$ cat config.mk
export PLATFORM = sky130hd
export DESIGN_NAME = logic_gate_array
export DESIGN_NICKNAME = d
export VERILOG_FILES = /design/src/rtl/logic_gate_pkg.sv /design/src/rtl/logic_gate_array_glitch_filter.sv /design/src/rtl/logic_gate_array.sv
export SDC_FILE = /design/constraint.sdc
export NUM_CORES = 1
export LEC_CHECK = 0
export CORE_ASPECT_RATIO = 1.4
export CORE_MARGIN = 2
export CORE_UTILIZATION = 50
export CTS_CLUSTER_DIAMETER = 100
export CTS_CLUSTER_SIZE = 30
export DETAILED_ROUTE_END_ITERATION = 8
export PLACE_DENSITY_LB_ADDON = 0.1
export SLEW_MARGIN = 20
export SYNTH_ARGS = -nofsm -noshare
export SYNTH_HDL_FRONTEND = slang
export SYNTH_HIERARCHICAL = 1
export SYNTH_SLANG_ARGS = --single-unit
$ cat constraint.sdc
create_clock -name clk -period 3.4 [get_ports clk]
set_clock_uncertainty 0.15 [all_clocks]
set_input_delay 0.85 -clock clk [delete_from_list [all_inputs] [get_ports clk]]
set_output_delay 0.85 -clock clk [all_outputs]
set_load 0.005 [all_outputs]
$ cat src/rtl/logic_gate_pkg.sv
// Shared types and the N-input gate evaluation used by logic_gate_array.
package logic_gate_pkg;

  localparam int unsigned GF_W    = 3;
  localparam int unsigned MAX_N   = 8;

  typedef enum logic [GF_W-1:0] {
    GF_AND  = 3'd0,
    GF_NAND = 3'd1,
    GF_OR   = 3'd2,
    GF_NOR  = 3'd3,
    GF_XOR  = 3'd4,
    GF_XNOR = 3'd5,
    GF_INV  = 3'd6,
    GF_BUF  = 3'd7
  } gate_func_t;

  // Only the low n bits of vec take part; INV/BUF look at input 0 alone.
  function automatic logic gate_eval(input gate_func_t func,
                                     input logic [MAX_N-1:0] vec,
                                     input int unsigned n);
    logic v_and;
    logic v_or;
    logic v_xor;
    logic v_res;
    v_and = 1'b1;
    v_or  = 1'b0;
    v_xor = 1'b0;
    for (int unsigned i = 0; i < MAX_N; i++) begin
      if (i < n) begin
        v_and = v_and & vec[i];
        v_or  = v_or  | vec[i];
        v_xor = v_xor ^ vec[i];
      end
    end
    case (func)
      GF_AND:  v_res = v_and;
      GF_NAND: v_res = ~v_and;
      GF_OR:   v_res = v_or;
      GF_NOR:  v_res = ~v_or;
      GF_XOR:  v_res = v_xor;
      GF_XNOR: v_res = ~v_xor;
      GF_INV:  v_res = ~vec[0];
      default: v_res = vec[0];
    endcase
    return v_res;
  endfunction

endpackage

$ cat src/rtl/logic_gate_array_glitch_filter.sv
// Single-bit settling filter: a new level must persist for the threshold before
// it reaches o_q. Macro LOGIC_GATE_ASYM_FILT_EN selects per-direction thresholds.
module glitch_filter #(
`ifdef LOGIC_GATE_ASYM_FILT_EN
  parameter int unsigned RISE_CYC = 2,
  parameter int unsigned FALL_CYC = 2
`else
  parameter int unsigned FILT_CYC = 2
`endif
) (
  input  logic clk,
  input  logic rst_n,
  input  logic i_d,
  output logic o_q,
  output logic o_pending
);

`ifdef LOGIC_GATE_ASYM_FILT_EN
  localparam int unsigned CNT_MAX = (RISE_CYC > FALL_CYC) ? RISE_CYC : FALL_CYC;
`else
  localparam int unsigned CNT_MAX = FILT_CYC;
`endif
  localparam int unsigned CNT_W = (CNT_MAX > 0) ? $clog2(CNT_MAX + 1) : 1;

  logic             r_q;
  logic             r_pending;
  logic [CNT_W-1:0] r_cnt;
  logic [CNT_W-1:0] w_thr;

  // The pending direction is always the opposite of the current output level.
`ifdef LOGIC_GATE_ASYM_FILT_EN
  assign w_thr = r_q ? CNT_W'(FALL_CYC) : CNT_W'(RISE_CYC);
`else
  assign w_thr = CNT_W'(FILT_CYC);
`endif

  always_ff @(posedge clk) begin
    if (!rst_n) begin
      r_q       <= 1'b0;
      r_pending <= 1'b0;
      r_cnt     <= '0;
    end else if (i_d == r_q) begin
      r_pending <= 1'b0;
      r_cnt     <= '0;
    end else if (w_thr == '0) begin
      r_q       <= i_d;
      r_pending <= 1'b0;
      r_cnt     <= '0;
    end else if (!r_pending) begin
      r_pending <= 1'b1;
      r_cnt     <= CNT_W'(1);
    end else if (r_cnt == w_thr) begin
      r_q       <= ~r_q;
      r_pending <= 1'b0;
      r_cnt     <= '0;
    end else begin
      r_cnt     <= r_cnt + CNT_W'(1);
    end
  end

  assign o_q       = r_q;
  assign o_pending = r_pending;

endmodule

$ cat src/rtl/logic_gate_array.sv
// CH-channel N-input gate array with DELAY-cycle pipeline and per-channel glitch
// filter. Define LOGIC_GATE_ASYM_FILT_EN for separate rise/fall thresholds.
module logic_gate_array
  import logic_gate_pkg::*;
#(
  parameter int unsigned CH       = 4,
  parameter int unsigned N        = 2,
  parameter int unsigned DELAY    = 1,
`ifdef LOGIC_GATE_ASYM_FILT_EN
  parameter int unsigned RISE_CYC = 2,
  parameter int unsigned FALL_CYC = 2
`else
  parameter int unsigned FILT_CYC = 2
`endif
) (
  input  logic            clk,
  input  logic            rst_n,
  input  logic [GF_W-1:0] func,
  input  logic [CH*N-1:0] in_bus,
  output logic [CH-1:0]   out,
  output logic [CH-1:0]   pending
);

  logic [CH-1:0] w_g;
  logic [CH-1:0] r_pipe [DELAY];

  // Samples carry the function in force when they were taken; no flush on change.
  always_ff @(posedge clk) begin
    if (!rst_n) begin
      for (int unsigned i = 0; i < DELAY; i++) r_pipe[i] <= '0;
    end else begin
      r_pipe[0] <= w_g;
      for (int unsigned i = 1; i < DELAY; i++) r_pipe[i] <= r_pipe[i-1];
    end
  end

  for (genvar c = 0; c < CH; c++) begin : g_ch
    assign w_g[c] = gate_eval(gate_func_t'(func), MAX_N'(in_bus[c*N +: N]), N);

    glitch_filter #(
`ifdef LOGIC_GATE_ASYM_FILT_EN
      .RISE_CYC (RISE_CYC),
      .FALL_CYC (FALL_CYC)
`else
      .FILT_CYC (FILT_CYC)
`endif
    ) u_filt (
      .clk       (clk),
      .rst_n     (rst_n),
      .i_d       (r_pipe[DELAY-1][c]),
      .o_q       (out[c]),
      .o_pending (pending[c])
    );
  end

endmodule

==> metrics <==
outcome finished clean; Die Footprint 2810 µm²; Pre-antenna DRT Iters 3; layout cells sized above 1 0.0382; Longest Clk Path Bufs 2; GRT Util Overall 0.161; YS warnings 6; Vias 987; fmax 430 MHz; Internal 0.000331 W; Critical Path Start Type input pin; Async S/R FF share, synth 0; Final Power 0.000441 W; # rows 21; Sw Pwr 0.000110 W; CP max-delay cell clkdlybuf4s50_1; CTS root buf clkbuf_4; final setup violation count 0; Die X 45.4 µm; Worst-path clk slew 100 ps; first-pass GRT wire length 3420 µm; Die Span Y 61.9 µm; leakage 0.550 nW; Iteration-0 DRC Markers 11; post-CTS sizing 0; CP bufs+invs 1; flops & latches, synth 20; normalized max-slew margin 0.634; critical path endpoint category flip-flop; hold_buf cts 0; Avg Synthesized Cell Area 8.75 µm²; critical path type input pin to flip-flop; Clock Sinks 20; CP Data Required Time 3440 ps; DR WL/cell 10.9 µm; core box area 2340 µm²; Period minus WS final 2320 ps; diode count 0; vias in the first global route 862; number of synthesized flops with an enable pin 0; busiest grt layer met2; Syn-to-layout area delta 19.2%; Routed Antenna Nets 0; Clk pwr share 0.239; met3 Use GR 0.0173; Cell variety after synth 26; top cells by area, synth dfxtp_1, ha_1, nor3b_1, inv_1, o21ai_0; Yosys top cell area share 0.334; Port Buf Inserts 20; PwrDens 309 nW/µm²; DRC Markers 0; I/O pin cnt 21; Synth Flop Type dfxtp_1; Post-Syn Nets 166; top cells by count, synth dfxtp_1, ha_1, inv_1; vias per std cell 5.48; largest net degree at the start of global routing 26; Post-DP HPWL 1550 µm; worst-margin pin slew 548 ps; sequential area share after synthesis 0.334; unrepaired setup endpoints after global routing no; Crit path max-delay family buffers and inverters; synthesized area 1200 µm²; maxcap violations 0; Final Max Tran Viols 0; cells along the critical path clkdlybuf4s50_1 > nand2b_1 > a221o_1 > a21oi_1 > o2bb2ai_1; Slowest Stage Delay on Critical Path 690 ps; Comb power frac 0.191; met1 Use GR 0.180; sequential power share 0.570; global route overflow 0; Worst-Skew Late Latency 290 ps; Total Routed Length 1970 µm; CTS tree yes; Final Cycle Share 0.684; switching part of the total 0.249; post-CTS setup buffer count 0; crit path max fanout 20; final hold violation count 0; GR Layer Usage met2 0.290; Setup TNS 0 ps; CTS buffer count 3; initial core utilization 0.513; crit path DAT 2360 ps; Gate Count Post-Synth 137; H-tree Lvls 1; RD Place Congestion 0.735; initial antenna violation count 0; Hold Path Class flip-flop to flip-flop; count leader, synth dfxtp_1; Final Net Count 188; VDD IR max 0.141 mV; largest area contributor in the netlist dfxtp_1
==> flip-flops by register name (all words and copies together) (netlist names) <==
| name | flops |
|---|---|
| r_pipe | 4 |
| g_ch.u_filt/o_q | 4 |
| g_ch.u_filt/r_cnt | 8 |
| g_ch.u_filt/o_pending | 4 |
==> per-stage QoR <==
| step | cell area (µm²) | instances | setup WS (ps) | hold WS (ps) | utilization |
|---|---|---|---|---|---|
| floorplan | 1200 | 137 | 1430 | 327 | - |
| global placement | 1410 | 177 | 812 | 323 | 0.601 |
| detailed placement | 1410 | 177 | 763 | 344 | 0.601 |
| CTS | 1430 | 180 | 1080 | 359 | 0.611 |
| global route | 1430 | 180 | 957 | 384 | 0.611 |
| finish | 1430 | 180 | 1080 | 352 | 0.611 |
==> layer usage <==
layer	routed length (µm)	share of wire	up-vias
met5	0	0	-
met4	23	0.012	0
met3	37	0.019	2
met2	1030	0.53	16
met1	872	0.44	457
li1	-	-	512
==> worst register-to-register path: stages (launching register included) <==
cell     delay, ps
dfxtp_1        320
inv_1           50
ha_1           230
and2_1         170
nor3b_1        190
==> power by group through the flow <==
stage	registers [W]	logic [W]	clock network (W)
after CTS	0.000251	0.0000854	0.000112
after global routing	0.000253	0.0000961	0.000124
final	0.000251	0.0000844	0.000105
after global placement	0.000256	0.0000815	0
after floorplan	0.000256	0.0000527	0
after detailed placement	0.000257	0.0000851	0
==> area by class of cell <==
type / instances / area (µm²)
flip-flops and latches: 20 / 400
fillers: 229 / 910
multi-input cells: 97 / 709
inverters: 16 / 60.1
clock buffers: 3 / 22.5
repair buffers: 21 / 208
well taps: 23 / 28.8
==> kinds of logic (layout without fill, tap and decap cells) <==
| logic type | after synthesis | after routing | synth area share |
|---|---|---|---|
| xor gates and xnor gates | 5 | 5 | 0.0365 |
| muxes | 1 | 1 | 0.00939 |
| DFF | 20 | 20 | 0.334 |
| AOI/OAI and AO/OA | 25 | 25 | 0.127 |
| and+or+nand+nor | 50 | 50 | 0.252 |
| adders and majority gates | 16 | 16 | 0.167 |
| buffers and inverters | 20 | 40 | 0.0741 |
==> path summary, 6_finish.rpt <==
path	startpoint	slack (ps)	to	cells past startpoint
setup / recovery	func[1]	1080	r_pipe[0][3]$_SDFF_PN0_	5
hold / removal	g_ch[0].u_filt/o_q$_SDFFE_PN0P_	350	g_ch[0].u_filt/o_q$_SDFFE_PN0P_	2
setup reg to reg	g_ch[3].u_filt/r_cnt[0]$_SDFF_PP0_	2210	g_ch[3].u_filt/o_pending$_SDFF_PP0_	4
hold reg to reg	g_ch[0].u_filt/o_q$_SDFFE_PN0P_	350	g_ch[0].u_filt/o_q$_SDFFE_PN0P_	2
==> cells in the final DEF, fill, tap and decap left out <==
cell type / instances
nand2_1: 10
nand4b_1: 4
dfxtp_1: 20
nor3b_1: 10
mux2_2: 1
a21oi_1: 5
nand4_1: 4
o22ai_1: 2
and2_1: 5
buf_4: 1
a21o_1: 1
nor3_1: 4
xnor2_1: 5
nor2_1: 5
o211ai_1: 2
nand2b_4: 1
inv_1: 16
ha_1: 16
clkbuf_4: 3
o21ai_0: 11
a221o_1: 2
nand3b_1: 1
o2bb2ai_1: 2
nand2b_1: 1
clkdlybuf4s50_1: 20
nor2b_1: 5
No activity file was read; power rests on OpenSTA's default activity.
==> patch 1, RTL diff (same flow settings) <==
Set the parameter `N` to 4 (it was 2).
--- a/src/rtl/logic_gate_array.sv
+++ b/src/rtl/logic_gate_array.sv
@@ -5,5 +5,5 @@
 #(
   parameter int unsigned CH       = 4,
-  parameter int unsigned N        = 2,
+  parameter int unsigned N        = 4,
   parameter int unsigned DELAY    = 1,
 `ifdef LOGIC_GATE_ASYM_FILT_EN
Ports: changed (resized in_bus); port bits go from 21 to 29. No check against the original RTL was run, so the function may have changed too.
==> patch 1 against the unedited design <==
Final area up 15%. Sequential cell count unchanged. Worst setup slack worse by 0.12 ns. Area after synthesis up 7.4%. Wire length increased by 26%. Total power rose by 16%. First-iteration DRC count grew 45%. Largest power group unchanged.
==> patch 1: results (changes against the unedited design) <==
[global_route]
gr-usage-all-layers_pct=20.4  ; +4.3 points
grt_max_degree=18  ; -31%
antenna_found_initial=0  ; unchanged
grt_pass1_vias=1191  ; +38%
grt_pass1_wl_um=4640  ; +36%

[worst_setup_path]
slowest_stage=clkdlybuf4s50_1
cp_max_fo=3  ; -85%
max_stage_delay_ns=0.52  ; -0.17 ns
arrival_ns=2.51  ; +0.15 ns

[pwr]
ir_drop_v=0.000165  ; +17%
leakage_nw=0.622  ; +13%

[yosys]
yosysSeqAreaShare_pct=31.1  ; -2.3 points
ys_warn_count=6  ; unchanged
ys_types=29  ; +12%
yosysMostFrequentCell=dfxtp_1
yosys-top-cells-area=dfxtp_1 31%, ha_1 16%, xnor2_1 8.2%
yosys-top-cells-count=20 x dfxtp_1, 17 x inv_1, 16 x ha_1, 12 x xnor2_1, 9 x nor3b_1
synth_nets=184  ; +11%
async_flop_share_pct=0  ; unchanged

[drt]
drt_iter0_markers=16  ; +5
totalWireLength_um=2490  ; +26%
drtPass1Iterations=4  ; +1
vias=1136  ; +15%

[clock_tree]
htreeDepth=1  ; unchanged
clk_latency_ns=0.30
cts_root_buffer=clkbuf_4
cts_resized=0  ; unchanged
postCtsSetupBuffers=0  ; unchanged
numCtsBuffers=3  ; unchanged
clockBufferDepth=2  ; unchanged
clk_pin_slew_ns=0.11

[run_status]
status=finished, final reports clean

[final_layout]
nFillCells=215  ; -6.1%
top_register=g_ch.u_filt/r_cnt
n_antenna_cell=0  ; unchanged
drive_above_1_share_pct=3.39  ; -0.43 points
final_net_count=215  ; +14%
largest_reg_flops=8  ; unchanged

[placement]
dpl.hpwl_um=2000  ; +29%
io_buffers=28  ; +40%
gp_congestion=0.789  ; +7.3%

[hold_path]
min_path_type=register to register

[sta]
worst_pin_slew_ns=0.474  ; -0.0736 ns

[patch 1: cell count changes after synthesis, sizes merged, moves of 2 or more]
cell and change:
o2bb2ai -2, o211ai -2, nand2 -2, o21ai -2, xnor2 +7, xor2 +4, o32a +2, clkbuf +2
a31oi +2, nor3 -2, buf -3, nand3 +2
[patch 1: report_power, final]
group / switching, mW / leakage (nW) / internal [mW]
Clock: 0.0724 / 0.0210 / 0.0654
Sequential: 0.00814 / 0.163 / 0.246
Combinational: 0.0536 / 0.437 / 0.0668
Total: 0.134 / 0.622 / 0.378
[patch 1: routing by layer]
layer | GRT usage (%) | routed length, um
met1 | 21.2 | 973
met5 | 0 | 0
met4 | 12.5 | 78
met3 | 2.26 | 83
met2 | 36.1 | 1350
[patch 1: path summary, 6_finish.rpt]
path | slack [ns] | end | start | cells past startpoint
max | 0.95 | r_pipe[0][0] | in_bus[0] | 7
min reg2reg | 0.36 | g_ch[3].u_filt/o_q | g_ch[3].u_filt/o_q | 2
max reg2reg | 2.23 | g_ch[2].u_filt/o_pending | g_ch[2].u_filt/r_cnt[0] | 4
min | 0.36 | g_ch[3].u_filt/o_q | g_ch[3].u_filt/o_q | 2
[patch 1: cell type report]
type | instances | area, um2 | share of cell area [%]
inverter | 17 | 63.8 | 3.89
sequential | 20 | 400 | 24.4
timing repair buffer | 29 | 288 | 17.5
clock buffer | 4 | 36.3 | 2.21
tap | 34 | 42.5 | 2.59
multi-input combinational | 107 | 811 | 49.4
[patch 1: stage by stage]
step	cell area (um2)	cells	power [mW]	worst slack (ns)
floorplan	1290	147	0.327	1.27
global route	1640	211	0.543	0.846
detailed placement	1610	207	0.380	0.613
CTS	1640	211	0.519	0.946
finish	1640	211	0.513	0.953
global placement	1610	207	0.374	0.717
[patch 1: cells by family (layout without fill, tap and decap cells)]
family	Yosys count	after routing	synth area share [%]
flops	20	20	31.1
xor+xnor	16	16	10.9
mux	1	1	1.75
fa+ha+maj	16	16	15.5
buf+inv	20	50	5.93
compound gates	24	24	11.9
simple gates	50	50	22.9
[patch 1: worst max-delay path: cells and delay by family]
kind	cells	cell delay (ns)
buffers and inverters	2	0.58
AOI/OAI and AO/OA	2	0.42
xor gates and xnor gates	2	0.35
adders and majority gates	1	0.30
==> patch 2, RTL diff (config.mk and constraints unchanged) <==
Without the edit above. Make the reset (`rst_n`) asynchronous in 2 clocked blocks.
--- a/src/rtl/logic_gate_array_glitch_filter.sv
+++ b/src/rtl/logic_gate_array_glitch_filter.sv
@@ -35,5 +35,5 @@
 `endif
 
-  always_ff @(posedge clk) begin
+  always_ff @(posedge clk or negedge rst_n) begin
     if (!rst_n) begin
       r_q       <= 1'b0;
--- a/src/rtl/logic_gate_array.sv
+++ b/src/rtl/logic_gate_array.sv
@@ -26,5 +26,5 @@
 
   // Samples carry the function in force when they were taken; no flush on change.
-  always_ff @(posedge clk) begin
+  always_ff @(posedge clk or negedge rst_n) begin
     if (!rst_n) begin
       for (int unsigned i = 0; i < DELAY; i++) r_pipe[i] <= '0;
Check against the original RTL: differs if rst_n is asserted again (counterexample within 4 cycles, from zero or initial values and one cycle with rst_n low); with rst_n held inactive, the same outputs for 10 cycles.
==> patch 2 against the unedited design <==
Area after synthesis fell by 12%. Critical endpoint is now r_pipe[1]. Largest cell class unchanged. Wire length is 32% lower. Synthesized cell count shrank 40%. Sequential cell count unchanged. Count of clock-buffer cells in the layout stayed put. Final area down 8.5%. Worst setup slack improved by 0.057 ns. Register-to-register slack gained 0.06 ns.
Power is not compared: it rests on default switching activity, and its combinational part moved more than twofold at a synthesized area within 25%.
==> patch 2: results (changes against the unedited design) <==
[worst_setup_path]
cp_max_fo=3  ; -85%
max_stage_delay_ns=0.49  ; -0.20 ns
arrival_ns=2.28  ; -0.08 ns

[drt]
wl_met3_um=68  ; +84%
m1WireLength_um=464  ; -47%
drt_iter0_markers=3  ; -8
totalWireLength_um=1350  ; -32%

[final_layout]
n_all_inverters=14  ; -2
drive_above_1_share_pct=14.3  ; +10 points
nonClkBufAreaFrac_pct=15.3  ; +0.78 points
final_net_count=128  ; -32%
clock_area_share_pct=1.72  ; +0.15 points
sh_seq_area_pct=38.3  ; +10 points
num-nonclk-buffers=20  ; -4.8%
nFillCells=165  ; -28%
multi_input_gates=48  ; -51%

[placement]
dpl.hpwl_um=1180  ; -24%
gp_congestion=0.658  ; -10%
placed_area_mm2=0.00128  ; -8.6%

[sta]
worst_pin_slew_ns=0.809  ; +0.261 ns

[yosys]
yosysTopAreaCellShare_pct=47.3  ; +14 points
async_flop_share_pct=100  ; +100 points
synth_nets=103  ; -38%
yosysSeqAreaShare_pct=47.3  ; +14 points
ys_types=13  ; -50%
avgSynthCellArea_um2=12.9  ; +48%
yosys-top-cells-count=20 x dfrtp_1, 14 x inv_1, 8 x ha_1, 6 x xnor2_1
synth_area_mm2=0.00106  ; -12%

[global_route]
grt_pass1_wl_um=2550  ; -25%
use_met2_pct=27.1  ; -1.9 points
grt_pass1_vias=666  ; -23%
gr-usage-all-layers_pct=13.7  ; -2.3 points
use_met3_pct=1.84  ; +0.11 points
grt_max_degree=21  ; -19%
met1_usage_pct=12.4  ; -5.6 points

[run_status]
status=finished, final reports clean

[patch 2: logic make-up after synthesis]
group	Yosys count	share of synthesized area (%)
AO/OA/AOI/OAI	4	2.84
XOR/XNOR	8	6.62
adder cells (fa/ha/maj)	8	9.46
buffers and inverters	14	4.96
flip-flops	20	47.3
multiplexers	8	14.2
AND/OR/NAND/NOR	20	14.7
[patch 2: worst paths after layout]
path | start | endpoint | slack, ns | depth (start not counted)
max in group asynchronous | rst_n | g_ch[1].u_filt/o_q | 1.72 | 1
min in group asynchronous | rst_n | g_ch[3].u_filt/o_pending | 0.88 | 1
worst max-delay path | in_bus[2] | r_pipe[1] | 1.13 | 6
worst min register to register | g_ch[2].u_filt/r_cnt[1] | g_ch[2].u_filt/r_cnt[1] | 0.37 | 1
worst min-delay path | g_ch[2].u_filt/r_cnt[1] | g_ch[2].u_filt/r_cnt[1] | 0.37 | 1
worst max register to register | g_ch[0].u_filt/r_cnt[0] | g_ch[0].u_filt/o_q | 2.27 | 2
